==> src/rtl/pe_cluster_seq.sv <==
// Tap/pixel sequencer for a 4-channel PE cluster running a KxK convolution layer.
// It issues operand addresses, drives the cluster controls one cycle later, and hands each pixel to writeback.
module pe_cluster_seq #(
   parameter int DIM_W   = 8,
   parameter int ADDR_W  = 16,
   parameter int MAC_LAT = 2
) (
   input  logic              aclk,
   input  logic              areset,
   input  logic              start,
   input  logic [DIM_W-1:0]  cfg_in_h,
   input  logic [DIM_W-1:0]  cfg_in_w,
   input  logic [DIM_W-1:0]  cfg_cin,
   input  logic [1:0]        cfg_k,
   input  logic [1:0]        cfg_stride,
   input  logic              cfg_pad,
   input  logic [DIM_W-1:0]  cfg_out_h,
   input  logic [DIM_W-1:0]  cfg_out_w,
   output logic              busy,
   output logic              done,
   output logic              act_rd,
   output logic [ADDR_W-1:0] act_addr,
   output logic              w_rd,
   output logic [ADDR_W-1:0] w_addr,
   output logic              pe_en,
   output logic              pe_clear_acc,
   output logic              pe_is_padding,
   output logic              res_valid,
   input  logic              res_ready,
   output logic [DIM_W-1:0]  res_oy,
   output logic [DIM_W-1:0]  res_ox
);
   localparam int CW  = DIM_W + 3;
   localparam int DCW = $clog2(MAC_LAT + 1) + 1;

   typedef enum logic [2:0] {S_IDLE, S_ISSUE, S_DRAIN, S_OUT, S_FIN} state_t;
   state_t state;

   logic [DIM_W-1:0]  in_h_r, in_w_r, cin_r, out_h_r, out_w_r;
   logic [1:0]        k_r, stride_r;
   logic              pad_r;
   logic [DIM_W-1:0]  c, ox, oy;
   logic [1:0]        kx, ky;
   logic [DCW-1:0]    drain_cnt;

   logic [CW-1:0]     uy, ux, iy, ix;
   logic              issuing, tap_pad, first_tap, last_tap, last_pix;
   logic [ADDR_W-1:0] tap_act_addr, tap_w_addr;

   // Coordinates are kept unsigned: a tap lies above/left of the map exactly when
   // the unpadded sum is smaller than the pad, so no signed arithmetic is needed.
   always_comb begin
      issuing      = (state == S_ISSUE);
      uy           = CW'(oy) * CW'(stride_r) + CW'(ky);
      ux           = CW'(ox) * CW'(stride_r) + CW'(kx);
      iy           = uy - CW'(pad_r);
      ix           = ux - CW'(pad_r);
      tap_pad      = (uy < CW'(pad_r)) || (ux < CW'(pad_r)) ||
                     (iy >= CW'(in_h_r)) || (ix >= CW'(in_w_r));
      tap_act_addr = (ADDR_W'(iy) * ADDR_W'(in_w_r) + ADDR_W'(ix)) * ADDR_W'(cin_r) + ADDR_W'(c);
      tap_w_addr   = (ADDR_W'(ky) * ADDR_W'(k_r) + ADDR_W'(kx)) * ADDR_W'(cin_r) + ADDR_W'(c);
      first_tap    = (c == '0) && (kx == 2'd0) && (ky == 2'd0);
      last_tap     = (c == cin_r - DIM_W'(1)) && (kx == k_r - 2'd1) && (ky == k_r - 2'd1);
      last_pix     = (ox == out_w_r - DIM_W'(1)) && (oy == out_h_r - DIM_W'(1));
   end

   assign act_rd   = issuing & ~tap_pad;
   assign act_addr = act_rd ? tap_act_addr : '0;
   assign w_rd     = issuing;
   assign w_addr   = issuing ? tap_w_addr : '0;
   assign res_oy   = oy;
   assign res_ox   = ox;

   always_ff @(posedge aclk) begin
      if (areset) begin
         state         <= S_IDLE;
         busy          <= 1'b0;
         done          <= 1'b0;
         pe_en         <= 1'b0;
         pe_clear_acc  <= 1'b0;
         pe_is_padding <= 1'b0;
         res_valid     <= 1'b0;
         in_h_r        <= '0;
         in_w_r        <= '0;
         cin_r         <= '0;
         out_h_r       <= '0;
         out_w_r       <= '0;
         k_r           <= '0;
         stride_r      <= '0;
         pad_r         <= 1'b0;
         c             <= '0;
         kx            <= '0;
         ky            <= '0;
         ox            <= '0;
         oy            <= '0;
         drain_cnt     <= '0;
      end else begin
         pe_en         <= 1'b0;
         pe_clear_acc  <= 1'b0;
         pe_is_padding <= 1'b0;
         done          <= 1'b0;
         case (state)
            S_IDLE: begin
               if (start) begin
                  in_h_r   <= cfg_in_h;
                  in_w_r   <= cfg_in_w;
                  cin_r    <= cfg_cin;
                  out_h_r  <= cfg_out_h;
                  out_w_r  <= cfg_out_w;
                  k_r      <= cfg_k;
                  stride_r <= cfg_stride;
                  pad_r    <= (cfg_k == 2'd1) ? 1'b0 : cfg_pad;
                  c        <= '0;
                  kx       <= '0;
                  ky       <= '0;
                  ox       <= '0;
                  oy       <= '0;
                  busy     <= 1'b1;
                  state    <= S_ISSUE;
               end
            end
            S_ISSUE: begin
               pe_en         <= 1'b1;
               pe_clear_acc  <= first_tap;
               pe_is_padding <= tap_pad;
               if (last_tap) begin
                  c         <= '0;
                  kx        <= '0;
                  ky        <= '0;
                  drain_cnt <= '0;
                  state     <= S_DRAIN;
               end else if (c != cin_r - DIM_W'(1)) begin
                  c <= c + DIM_W'(1);
               end else if (kx != k_r - 2'd1) begin
                  c  <= '0;
                  kx <= kx + 2'd1;
               end else begin
                  c  <= '0;
                  kx <= '0;
                  ky <= ky + 2'd1;
               end
            end
            // Wait out the last operand's register stage plus the MAC pipeline.
            S_DRAIN: begin
               if (drain_cnt == DCW'(MAC_LAT)) begin
                  res_valid <= 1'b1;
                  state     <= S_OUT;
               end else begin
                  drain_cnt <= drain_cnt + DCW'(1);
               end
            end
            S_OUT: begin
               if (res_ready) begin
                  res_valid <= 1'b0;
                  if (last_pix) begin
                     done  <= 1'b1;
                     state <= S_FIN;
                  end else begin
                     if (ox == out_w_r - DIM_W'(1)) begin
                        ox <= '0;
                        oy <= oy + DIM_W'(1);
                     end else begin
                        ox <= ox + DIM_W'(1);
                     end
                     state <= S_ISSUE;
                  end
               end
            end
            S_FIN: begin
               busy  <= 1'b0;
               state <= S_IDLE;
            end
            default: state <= S_IDLE;
         endcase
      end
   end
endmodule

==> config.mk <==
export PLATFORM = sky130hd
export DESIGN_NAME = pe_cluster_seq
export DESIGN_NICKNAME = d
export VERILOG_FILES = /design/src/rtl/pe_cluster_seq.sv
export SDC_FILE = /design/constraint.sdc
export NUM_CORES = 1
export LEC_CHECK = 0
export CAP_MARGIN = 20
export CORE_AREA = 5 5 239 241
export CTS_CLUSTER_DIAMETER = 120
export DETAILED_ROUTE_END_ITERATION = 8
export DIE_AREA = 0 0 244 246
export PLACE_DENSITY = 0.48
export REMOVE_ABC_BUFFERS = 1
export SYNTH_ARGS = -nofsm -noshare
export SYNTH_HDL_FRONTEND = slang
export SYNTH_SLANG_ARGS = --single-unit
==> constraint.sdc <==
create_clock -name aclk -period 29.8 [get_ports aclk]
set_clock_uncertainty 0.2 [all_clocks]
set_input_delay 4.47 -clock aclk [delete_from_list [all_inputs] [get_ports aclk]]
set_output_delay 4.47 -clock aclk [all_outputs]
set_load 0.02 [all_outputs]
==> impl_metrics.tcl <==
set metrics [dict create \
    pre_cts_ws_ns 13.17 \
    nets 2086 \
    crit_path_end_kind "output pin" \
    critPathMaxStageDelay_ns 0.64 \
    ant_nets 0 \
    final_cell_mix "inv_1, nand2_1, fa_1" \
    core_region_area_sq_mm 0.05466 \
    hold_viol 0 \
    p_switching_uw 318.8 \
    worst_pin_slew_ns 0.9920 \
    ctsHoldBuffers 0 \
    drive_gt1_share_pct 2.765 \
    fp-row-count 86 \
    seqPwrFrac_pct 25.2 \
    synth_area_sq_mm 0.01348 \
    grt_overflow 0 \
    timing.fmax_mhz 59.11 \
    setup_slack_ns 12.88 \
    htree_num_levels 3 \
    start_util_pct 24.67 \
    grt_start_max_net_pins 43 \
    clock-sinks 85 \
    path_class "flip-flop to output pin" \
    cts_setup_buffers 0 \
    synth_area_per_cell_sq_um 8.083 \
    grt_first_pass_wirelength_mm 57.67 \
    drt_iter0_markers 309 \
    cts_tree "built" \
    max-vdd-ir-drop_mv 0.03929 \
    drv_cap 0 \
    cp_top_family "adder cells" \
    dr.pass1.iters 4 \
    cts_root_buf "clkbuf_16" \
    cp_common_cell "fa_1" \
    cts_buffers 9 \
    swShare_pct 48.27 \
    synth_edf_count 0 \
    yosysSeqAreaShare_pct 12.62 \
    critPathSlowestCell "clkdlybuf4s50_1" \
    clk_pin_slew_worst_paths_ns 0.07 \
    finalSetupViolCount 0 \
    final_common_cell "inv_1" \
    die_y_um 246 \
    wl_mm 34.56 \
    slew_headroom_pct 33.39 \
    status "finished, final reports clean" \
    ys.flop_type "dfxtp_1" \
    port_buffers 101 \
    power.density_mw_per_mm2 42.75 \
    synth_seq_cells 85 \
    die_w_um 244 \
    required_ns 25.13 \
    post-route-drc-count 0 \
    track_usage_pct 11.70 \
    synth_warnings 0 \
    rsz0062_at_grt "false" \
    syn_inst 1668 \
    pwr-share-comb_pct 56.7 \
    grt_pass1_vias 11130 \
    routedWlPerCell_um 14.16 \
    startpoint_type "flip-flop" \
    fin_crit_ns 16.92 \
    grt_antenna_before_repair 0 \
    dp_hpwl_mm 28.52 \
    cellLeakagePower_uw 0.006794 \
    die-area_sq_mm 0.06002 \
    n_antenna_cell 0 \
    synthArstFlopShare_pct 0 \
    cp.buffers_inverters 3 \
    insertion_delay_ns 0.37 \
    hp-class "flip-flop to flip-flop" \
    synth.distinct_cells 74 \
    stdcell_area_sq_mm 0.01545 \
    placed_area_sq_mm 0.01515 \
    clockPowerShare_pct 18.2 \
    cts_buffer_depth 2 \
    final.setup.tns_ns 0 \
    finalPower_uw 660.3 \
    syn2layout_area_growth_pct 14.57 \
    place_congestion 0.8446 \
    cp_max_fo 17 \
    maxSlewViolCount 0 \
    crit_arrival_ns 12.25 \
    ios 105 \
    fin_crit_sh_pct 56.77 \
    via_per_inst 4.382 \
    power.internal_uw 341.6 \
    vias 10690 \
    ctsResizeCount 0 \
]
==> power by group through the flow <==
stage,registers (uW),logic (uW),clock network [uW]
4_1_cts,167,383,126
5_1_grt,170,431,128
3_3_place_gp,169,376,0
2_1_floorplan,159,265,0
3_5_place_dp,169,380,0
6_report,166,374,120
==> cell usage after synthesis, types with 9 or more instances <==
master	n	share of area, %
nand2b_1	9	0.42
xnor2_1	67	4.4
nand3_1	11	0.41
xor2_1	41	2.7
nand2_1	218	6.1
clkbuf_1	45	1.3
a21o_1	10	0.56
and3_1	15	0.70
dfxtp_1	85	13
ha_1	150	14
fa_1	156	23
o21bai_1	16	0.89
o21ai_0	30	1.1
nor2b_1	20	0.93
and2_1	124	5.8
a21oi_1	101	3.7
inv_1	277	7.7
or3_1	13	0.60
nor3_1	30	1.1
nand4_1	12	0.56
nor2_1	110	3.1
==> worst paths after layout <==
path                       startpoint                       end  slack [ns]  cells past startpoint
min reg2reg    in_h_r[0]$_SDFFE_PP0P_    in_h_r[0]$_SDFFE_PP0P_        0.26                      2
max          stride_r[1]$_SDFFE_PP0P_              act_addr[15]       12.88                     37
min            in_h_r[0]$_SDFFE_PP0P_    in_h_r[0]$_SDFFE_PP0P_        0.26                      2
max reg2reg  stride_r[1]$_SDFFE_PP0P_  pe_is_padding$_SDFF_PP0_       23.97                     16
==> sequential cells by signal, indices dropped and copies added (netlist names), 3 cells and up <==
| register | count |
|---|---|
| c | 8 |
| cin_r | 8 |
| in_h_r | 8 |
| in_w_r | 8 |
| out_h_r | 8 |
| out_w_r | 8 |
| res_ox | 8 |
| res_oy | 8 |
| drain_cnt | 3 |
| state | 3 |
==> through the flow <==
stage	std cells	hold slack (ns)	utilization [%]
6_report	2440	0.2593	28.26
5_1_grt	2440	0.2870	28.26
4_1_cts	2440	0.2610	28.26
3_5_place_dp	2424	0.2500	27.71
3_3_place_gp	2424	0.2478	27.71
2_1_floorplan	1611	0.2303	-
==> cell families (layout without fill, tap and decap cells) <==
group                    Yosys count  count (layout)  synth area share (%)
XOR/XNOR                         111             111                 7.470
AO/OA/AOI/OAI                    214             214                 9.985
buffers and inverters            338             404                 9.967
adder cells (fa/ha/maj)          306             306                 37.08
multiplexers                       5               5                0.3712
other                              1               3               0.02781
flip-flops                        85              85                 12.62
AND/OR/NAND/NOR                  608             608                 22.48
==> metal layers <==
| metal | up-vias | track usage, % | routed length (um) |
|---|---|---|---|
| met3 | 26 | 2.441 | 1403 |
| li1 | 5398 | - | - |
| met1 | 5101 | 15.64 | 16600 |
| met4 | 0 | 2.108 | 401 |
| met5 | - | 0 | 0 |
| met2 | 167 | 19.84 | 16160 |
==> area by class of cell <==
type / instances / area (sq um)
Timing Repair Buffer: 109 / 1066
Sequential cell: 85 / 1702
Clock inverter: 6 / 70.07
Tap cell: 704 / 880.8
Clock buffer: 10 / 229.0
Multi-Input combinational cell: 1247 / 10450
Inverter: 279 / 1047
Fill cell: 5978 / 39220
==> worst min-delay path, stage by stage (launching register included) <==
cell     delay, ns
dfxtp_1       0.31
nand2_1       0.05
a21oi_1       0.05
Power figures use the tool's default switching activity.
